File: config.mk
export PLATFORM = sky130hd
export DESIGN_NAME = motor_pwm_ramp_flat
export DESIGN_NICKNAME = d
export VERILOG_FILES = /design/src/rtl/motor_pwm_ramp_if.sv /design/src/rtl/motor_pwm_ramp.sv /design/src/flat_wrapper.sv
export SDC_FILE = /design/constraint.sdc
export NUM_CORES = 1
export LEC_CHECK = 0
export BUFFER_PORTS_ARGS = -buffer_cell sky130_fd_sc_hd__buf_2
export CAP_MARGIN = 30
export CORE_ASPECT_RATIO = 0.75
export CORE_UTILIZATION = 38
export CTS_CLUSTER_SIZE = 20
export DETAILED_ROUTE_END_ITERATION = 8
export SKIP_CTS_REPAIR_TIMING = 1
export SYNTH_ARGS = -nofsm -noshare
export SYNTH_HDL_FRONTEND = slang
export SYNTH_SLANG_ARGS = --single-unit
File: constraint.sdc
create_clock -name CLK -period 8.9 [get_ports CLK]
set_input_delay 1.335 -clock CLK [delete_from_list [all_inputs] [get_ports CLK]]
set_output_delay 1.335 -clock CLK [all_outputs]
set_load 0.005 [all_outputs]
File: src/rtl/motor_pwm_ramp_if.sv
// Command/status bundle between a motor_controller and its soft-start PWM stage.
// master drives the run/direction/duty request; slave returns bridge drive and status.
interface motor_pwm_ramp_if;
    logic       EN_IN;
    logic       DIR_IN;
    logic [7:0] DUTY_MAX;
    logic       MOTOR_EN;
    logic       MOTOR_DIR;
    logic [7:0] DUTY;
    logic       BUSY;

    modport master (output EN_IN, DIR_IN, DUTY_MAX,
                    input  MOTOR_EN, MOTOR_DIR, DUTY, BUSY);
    modport slave  (input  EN_IN, DIR_IN, DUTY_MAX,
                    output MOTOR_EN, MOTOR_DIR, DUTY, BUSY);
endinterface

File: src/rtl/motor_pwm_ramp.sv
// Soft-start PWM stage: ramps duty linearly toward DUTY_MAX and only flips the
// bridge direction once duty has ramped back to zero and the FSM is idle.
module motor_pwm_ramp #(
    parameter logic [7:0]  PWM_DIV  = 8'd19,
    parameter logic [19:0] RAMP_DIV = 20'd124999
) (
    input  logic            CLK,
    input  logic            RST,
    motor_pwm_ramp_if.slave bus
);
    typedef enum logic [1:0] {IDLE, RAMP, HOLD} state_t;

    state_t      state, state_nxt;
    logic [7:0]  presc, pwm_cnt, act_duty;
    logic [7:0]  duty_q, duty_nxt, target;
    logic [19:0] ramp_cnt;
    logic        dir_q, dir_nxt, motor_en_q;
    logic        presc_wrap, pwm_wrap, step;

    // A direction mismatch means a reversal is pending: drive duty to zero first.
    assign target     = (bus.EN_IN && (bus.DIR_IN == dir_q)) ? bus.DUTY_MAX : 8'd0;
    assign presc_wrap = (presc == PWM_DIV);
    assign pwm_wrap   = presc_wrap && (pwm_cnt == 8'hff);
    assign step       = (state == RAMP) && (ramp_cnt == RAMP_DIV);

    always_ff @(posedge CLK or posedge RST) begin
        if (RST) begin
            presc   <= 8'd0;
            pwm_cnt <= 8'd0;
        end else if (presc_wrap) begin
            presc   <= 8'd0;
            pwm_cnt <= pwm_cnt + 8'd1;
        end else begin
            presc   <= presc + 8'd1;
        end
    end

    always_ff @(posedge CLK or posedge RST) begin
        if (RST)
            ramp_cnt <= 20'd0;
        else if ((state != RAMP) || step)
            ramp_cnt <= 20'd0;
        else
            ramp_cnt <= ramp_cnt + 20'd1;
    end

    always_comb begin
        state_nxt = state;
        duty_nxt  = duty_q;
        dir_nxt   = dir_q;
        case (state)
            IDLE: begin
                duty_nxt = 8'd0;
                if (bus.EN_IN && (bus.DUTY_MAX != 8'd0)) begin
                    dir_nxt   = bus.DIR_IN;
                    state_nxt = RAMP;
                end
            end
            RAMP: begin
                if (step && (duty_q != target))
                    duty_nxt = (duty_q < target) ? duty_q + 8'd1 : duty_q - 8'd1;
                // Settling also covers a target that moved onto DUTY between steps.
                if (duty_nxt == target)
                    state_nxt = (target == 8'd0) ? IDLE : HOLD;
            end
            HOLD: begin
                if (target != duty_q)
                    state_nxt = RAMP;
            end
            default: state_nxt = IDLE;
        endcase
    end

    always_ff @(posedge CLK or posedge RST) begin
        if (RST) begin
            state      <= IDLE;
            duty_q     <= 8'd0;
            dir_q      <= 1'b0;
            act_duty   <= 8'd0;
            motor_en_q <= 1'b0;
        end else begin
            state      <= state_nxt;
            duty_q     <= duty_nxt;
            dir_q      <= dir_nxt;
            // Active duty only changes on a period boundary so no period is truncated.
            if (state == IDLE)
                act_duty <= 8'd0;
            else if (pwm_wrap)
                act_duty <= duty_q;
            motor_en_q <= (state != IDLE) && (act_duty > pwm_cnt);
        end
    end

    assign bus.MOTOR_EN  = motor_en_q;
    assign bus.MOTOR_DIR = dir_q;
    assign bus.DUTY      = duty_q;
    assign bus.BUSY      = (state != IDLE);
endmodule

File: src/flat_wrapper.sv
// flat-port wrapper written by rule: the top's interface ports become plain ports
module motor_pwm_ramp_flat 
#(
    parameter logic [7:0]  PWM_DIV  = 8'd19,
    parameter logic [19:0] RAMP_DIV = 20'd124999
)
  (CLK, RST, bus_EN_IN, bus_DIR_IN, bus_DUTY_MAX, bus_MOTOR_EN, bus_MOTOR_DIR, bus_DUTY, bus_BUSY);
  motor_pwm_ramp_if bus_i ();
  input  logic CLK;
  input  logic RST;
  input wire logic [$bits(bus_i.EN_IN)-1:0] bus_EN_IN;
  input wire logic [$bits(bus_i.DIR_IN)-1:0] bus_DIR_IN;
  input wire logic [$bits(bus_i.DUTY_MAX)-1:0] bus_DUTY_MAX;
  output wire logic [$bits(bus_i.MOTOR_EN)-1:0] bus_MOTOR_EN;
  output wire logic [$bits(bus_i.MOTOR_DIR)-1:0] bus_MOTOR_DIR;
  output wire logic [$bits(bus_i.DUTY)-1:0] bus_DUTY;
  output wire logic [$bits(bus_i.BUSY)-1:0] bus_BUSY;
  assign bus_i.EN_IN = bus_EN_IN;
  assign bus_i.DIR_IN = bus_DIR_IN;
  assign bus_i.DUTY_MAX = bus_DUTY_MAX;
  assign bus_MOTOR_EN = bus_i.MOTOR_EN;
  assign bus_MOTOR_DIR = bus_i.MOTOR_DIR;
  assign bus_DUTY = bus_i.DUTY;
  assign bus_BUSY = bus_i.BUSY;
  motor_pwm_ramp #(.PWM_DIV(PWM_DIV), .RAMP_DIV(RAMP_DIV)) u_core (.CLK(CLK), .RST(RST), .bus(bus_i));
endmodule
# [After elaboration in Yosys (flattened, before gate mapping)]
# Cells that the tools add are included.
# W data, S select, Z words.
[totals] ff_bits=56 latchBits=0 ramBits=0 romBits=0 in_bits=12 out_inout_bits=11 mem_count=0
[op_classes] n_addsub=5 mul=0 div_mod_pow=0 order_cmp=2 n_eq_ne=13 shift=0 mux=14 n_bitwise=0 n_reduce_logical=15
[op_table] operator="$mux W8" n=7
[op_table] operator="$add A8 B1 Y8 const B" n=3
[op_table] operator="$add A20 B1 Y20 const B" n=1
[op_table] operator="$eq A20 B17 Y1 const B" n=1
[op_table] operator="$mux W20" n=1
[op_table] operator="$ne A8 B8 Y1" n=2
[op_table] operator="$pmux W8 S2" n=1
[op_table] operator="$eq A8 B5 Y1 const B" n=1
[op_table] operator="$eq A8 B8 Y1" n=1
[op_table] operator="$eq A8 B8 Y1 const B" n=1
[op_table] operator="$gt A8 B8 Y1" n=1
[op_table] operator="$logic_not A8 Y1" n=1
[op_table] operator="$lt A8 B8 Y1" n=1
[op_table] operator="$mux W2" n=4
[op_table] operator="$reduce_bool A8 Y1" n=1
[op_table] operator="$sub A8 B1 Y8 const B" n=1
[op_table] operator="$logic_and A1 B1 Y1" n=6
[op_table] operator="$ne A2 B1 Y1 const B" n=3
[op_table] operator="$pmux W2 S3" n=1
[op_table] operator="$reduce_bool A2 Y1" n=3
[op_table] operator="$reduce_and A3 Y1" n=1
[op_table] operator="$eq A2 B1 Y1 const B" n=1
[op_table] operator="$eq A2 B2 Y1 const B" n=1
[op_table] operator="$logic_not A2 Y1" n=1
[op_table] operator="4 further kinds" n=4

# [Depth between registers and ports, before layout]
[logic_depth] depth_word=10 depth_mapped=18 mapped_depth_nobuf=18

# [Worst setup path before layout]
# Ideal clock, no wire load.
[synth_path] path_type="input to register" from="input port bus_DIR_IN" to="register u_core.state[0]" setup_ns=0.131 t_arrival_ns=4.680 path_slack_ns=4.089 path_stages=17 path_cell_list="xor2_1 -> nor2_1 -> nand2_1 -> ha_1 -> a21o_1 -> a21o_1 -> a211oi_2 -> inv_1 -> ha_1 -> o21ai_0 -> or4b_1 -> o311ai_0 -> mux2i_1 -> xnor2_1 -> o2111ai_1 -> nor3_2 -> o211ai_1"
[synth_via] elab_chain_cells=10 word_cells_on_any_way=14
[synth_lines] element="start, declared" line="flat_wrapper.sv:12" text="input wire logic [$bits(bus_i.DIR_IN)-1:0] bus_DIR_IN;"
[synth_lines] element="$eq A1 B1 Y1 (*)" line="motor_pwm_ramp.sv:21" text="assign target = (bus.EN_IN && (bus.DIR_IN == dir_q)) ? bus.DUTY_MAX : 8'd0;"
[synth_lines] element="$logic_and A1 B1 Y1 (*)" line="motor_pwm_ramp.sv:21"
[synth_lines] element="$mux W8 (*)" line="motor_pwm_ramp.sv:21"
[synth_lines] element="$lt A8 B8 Y1 / $ne A8 B8 Y1 (equally long branches)" line="motor_pwm_ramp.sv:61, motor_pwm_ramp.sv:60, motor_pwm_ramp.sv:67"
[synth_lines] element="$mux W8 / $logic_and A1 B1 Y1 (equally long branches)" line="motor_pwm_ramp.sv:61, motor_pwm_ramp.sv:60"
[synth_lines] element="$mux W8" line="motor_pwm_ramp.sv:60" text="if (step && (duty_q != target))"
[synth_lines] element="$mux W8" line="motor_pwm_ramp.sv:51" text="case (state)"
[synth_lines] element="$eq A8 B8 Y1" line="motor_pwm_ramp.sv:63" text="if (duty_nxt == target)"
[synth_lines] element="$ne A2 B2 Y1 (no line)"
[synth_lines] element="$reduce_and A3 Y1 (no line) (*)"
[synth_lines] element="end signal, assigned" line="motor_pwm_ramp.sv:82" text="state <= state_nxt;"
[synth_lines] element="end, declared" line="motor_pwm_ramp.sv:13" text="state_t state, state_nxt;"
# Mark *: on every way between the ends. The rest lies on a longest branch, timed or not. The select of a mux whose other input is x is not followed.
# A chain may end at the register's enable or synchronous reset.

# [Worst setup path in the final report]
[layout_path] from="input port bus_DIR_IN" to="register u_core.state[1]"
[layout_via] elab_chain_cells=10 word_cells_on_any_way=18
[layout_lines] element="$eq A1 B1 Y1 (*)" line="motor_pwm_ramp.sv:21"
[layout_lines] element="$logic_and A1 B1 Y1 (*)" line="motor_pwm_ramp.sv:21"
[layout_lines] element="$mux W8 (*)" line="motor_pwm_ramp.sv:21"
[layout_lines] element="$lt A8 B8 Y1 / $ne A8 B8 Y1 (equally long branches)" line="motor_pwm_ramp.sv:61, motor_pwm_ramp.sv:60, motor_pwm_ramp.sv:67"
[layout_lines] element="$mux W8 / $logic_and A1 B1 Y1 (equally long branches)" line="motor_pwm_ramp.sv:61, motor_pwm_ramp.sv:60"
[layout_lines] element="$mux W8" line="motor_pwm_ramp.sv:60"
[layout_lines] element="$mux W8" line="motor_pwm_ramp.sv:51"
[layout_lines] element="$eq A8 B8 Y1" line="motor_pwm_ramp.sv:63"
[layout_lines] element="$ne A2 B2 Y1 (no line)"
[layout_lines] element="$reduce_and A3 Y1 (no line)"
# Marked as above.

==> flow_summary.toml <==
[status]
outcome = "completed"

[die]
initial_core_util_pct = 39.71
die_area_um2 = 10010
fp.dieH_um = 86.90
core_um2 = 9196
die_w_um = 115.2
ioPinCount = 23
fp-row-count = 30

[grt]
track_usage_pct = 16.74
grt_pass1_wl_um = 13080
grt_pass1_vias = 2655
grt_max_degree = 57
grt-ovfl-total = 0
antenna_found_initial = 0

[setup_path]
cp_data_required_time_ns = 9.14
cp_max_fo = 7
path_class = "in2reg"
worstSetupStartpointType = "primary input"
worstPathArrival_ns = 5.53
worstSetupEndpointType = "register"

[timing]
fin_ws_ns = 3.609
period_needed_ns = 5.291
finalCritPeriodShare_pct = 59.45
setup_viol = 0
max_slew_margin_pct = 50.76
finalHoldViolCount = 0
worst_pin_slew_ns = 0.7331
fmaxAchievable_ghz = 0.1890
rsz0062_at_grt = "false"
setup_tns_ns = 0
fin_skew_ns = 0.005686
maxSlewViolCount = 0

[yosys]
netlist.area_leader.share_pct = 38.37
synth_top_area_cell = "dfrtp_1"
synthesis.nets = 419
async_reset_ff_share_pct = 100.0
seq_area_frac_synth_pct = 38.37
synthCells = 381
yosys-top-cells-area = "dfrtp_1 38%, ha_1 8.6%, xnor2_1 5.5%"
syn_avg_cell_area_um2 = 9.586
ys_ff_latch = 56
synth_cell_type_count = 63
yosys_warnings = 0
ys.flop_type = "dfrtp_1"
synth.cell_area_um2 = 3652
synth_edf_count = 0

[clocking]
clock_path_buffers = 2
cts_tree = "yes"
cts_sinks = 56
htreeDepth = 2
worstSkewPairLatency_ns = 0.30
root_buffer = "clkbuf_16"
clk_pin_slew_ns = 0.08
cts_made_buffers = 5

[route]
drtIter0Drc = 151
viasPerCell = 5.322
dr.pass1.iters = 4
drt-met1-wl_um = 4258
avgRoutedWirePerCell_um = 14.51
ant_nets = 0
finalWirelength_um = 7793
met2RoutedLength_um = 3200
drc = 0
vias = 2858
highest_layer = "met4"
wl_met3_um = 304

[cells_and_area]
final_cell_mix = "56 x dfrtp_1, 43 x nor2_1, 34 x nand2_1"
syn_to_final_growth_pct = 11.31
n_fill_cell = 906
diodes = 0
layout_commonest_cell = "dfrtp_1"
regArea_um2 = 1401
finalNetCount = 446
multi_input_area_um2 = 2161
drive_above_1_share_pct = 12.96

[placement]
dp_hpwl_um = 5977
port_buffers = 22
place.gp.congestion = 0.8646
pre_cts_ws_ns = 3.386

[power]
vdd_drop_max_v = 0.00007493
power_density_nw_per_um2 = 174.7
p_leak_nw = 1.828

[worst_hold_path]
hp-class = "reg2reg"

[job]
maxCapViolCount = 0
-- cells by family (layout without fill, tap and decap cells) --
kind of cell | count (synthesis) | count (layout) | share of synthesized area [%]
and+or+nand+nor | 162 | 162 | 25.73
AOI/OAI and AO/OA | 65 | 65 | 11.61
DFF | 56 | 56 | 38.37
xor gates and xnor gates | 38 | 38 | 9.113
adders and majority gates | 26 | 26 | 9.113
buffers and inverters | 21 | 49 | 2.467
muxes | 13 | 13 | 3.597
-- final timing paths --
path                                           start              end  slack, ns  cells past startpoint
worst max-delay path                      bus_DIR_IN  u_core.state[1]       3.61                     18
worst min-delay path                 u_core.presc[0]  u_core.presc[0]       0.46                      1
worst max register to register  u_core.bus.MOTOR_DIR  u_core.state[1]       4.31                     17
worst min register to register       u_core.presc[0]  u_core.presc[0]       0.46                      1
max in group asynchronous                        RST  u_core.state[0]       7.21                      3
min in group asynchronous                        RST  u_core.presc[5]       1.22                      3
-- per-stage QoR --
step	utilization, %	hold slack (ns)	total power [mW]	instance area, um2	instances
after global routing	44.20	0.4724	0.7582	4065	537
after detailed placement	42.53	0.4501	0.5095	3911	529
after floorplan	-	0.4251	0.4470	3652	381
after global placement	42.53	0.4469	0.5082	3911	529
final	44.20	0.4623	0.7101	4065	537
after CTS	44.20	0.4649	0.7197	4065	537
-- area by class of cell --
| class | instances | area share [%] |
|---|---|---|
| multi-input cells | 304 | 53.15 |
| repair buffers | 24 | 3.078 |
| clock buffers | 5 | 3.078 |
| well taps | 128 | 3.940 |
| flip-flops and latches | 56 | 34.47 |
| inverters | 17 | 1.570 |
| clock inverters | 3 | 0.7079 |
-- critical path, cell delays in order --
cell	delay (ns)
buf_2	0.12
xor2_1	0.16
nor2_1	0.38
nand2_1	0.16
ha_1	0.32
a21o_1	0.16
a21o_1	0.17
a211oi_2	0.37
inv_1	0.21
ha_1	0.37
o21ai_0	0.24
nor2_1	0.12
o311ai_0	0.45
mux2i_1	0.20
xnor2_1	0.19
o2111ai_1	0.15
nor3_2	0.26
a31o_1	0.17
-- state kept, by name (all words and copies together), names as in the netlist --
signal / count
u_core.bus.DUTY: 8
u_core.state: 2
u_core.bus.MOTOR_EN: 1
u_core.act_duty: 8
u_core.presc: 8
u_core.bus.MOTOR_DIR: 1
u_core.ramp_cnt: 20
u_core.pwm_cnt: 8
-- per-layer routing --
metal | up-vias | GRT usage [%]
met5 | - | 0
li1 | 1429 | -
met1 | 1381 | 25.99
met3 | 4 | 3.132
met2 | 44 | 23.99
met4 | 0 | 3.188
-- cells in the mapped netlist (12+ instances only) --
master	number
inv_1	17
nand3_1	12
nor2_1	43
nand4_1	12
o21ai_0	21
xor2_1	15
ha_1	25
dfrtp_1	56
xnor2_1	23
mux2i_1	12
nand2_1	34
a21oi_1	14
-- power breakdown --
group,switching (mW),internal [mW]
Clock,0.0970,0.109
Sequential,0.0164,0.265
Combinational,0.139,0.0846
Total,0.252,0.458
(Power assumes the default switching activity.)
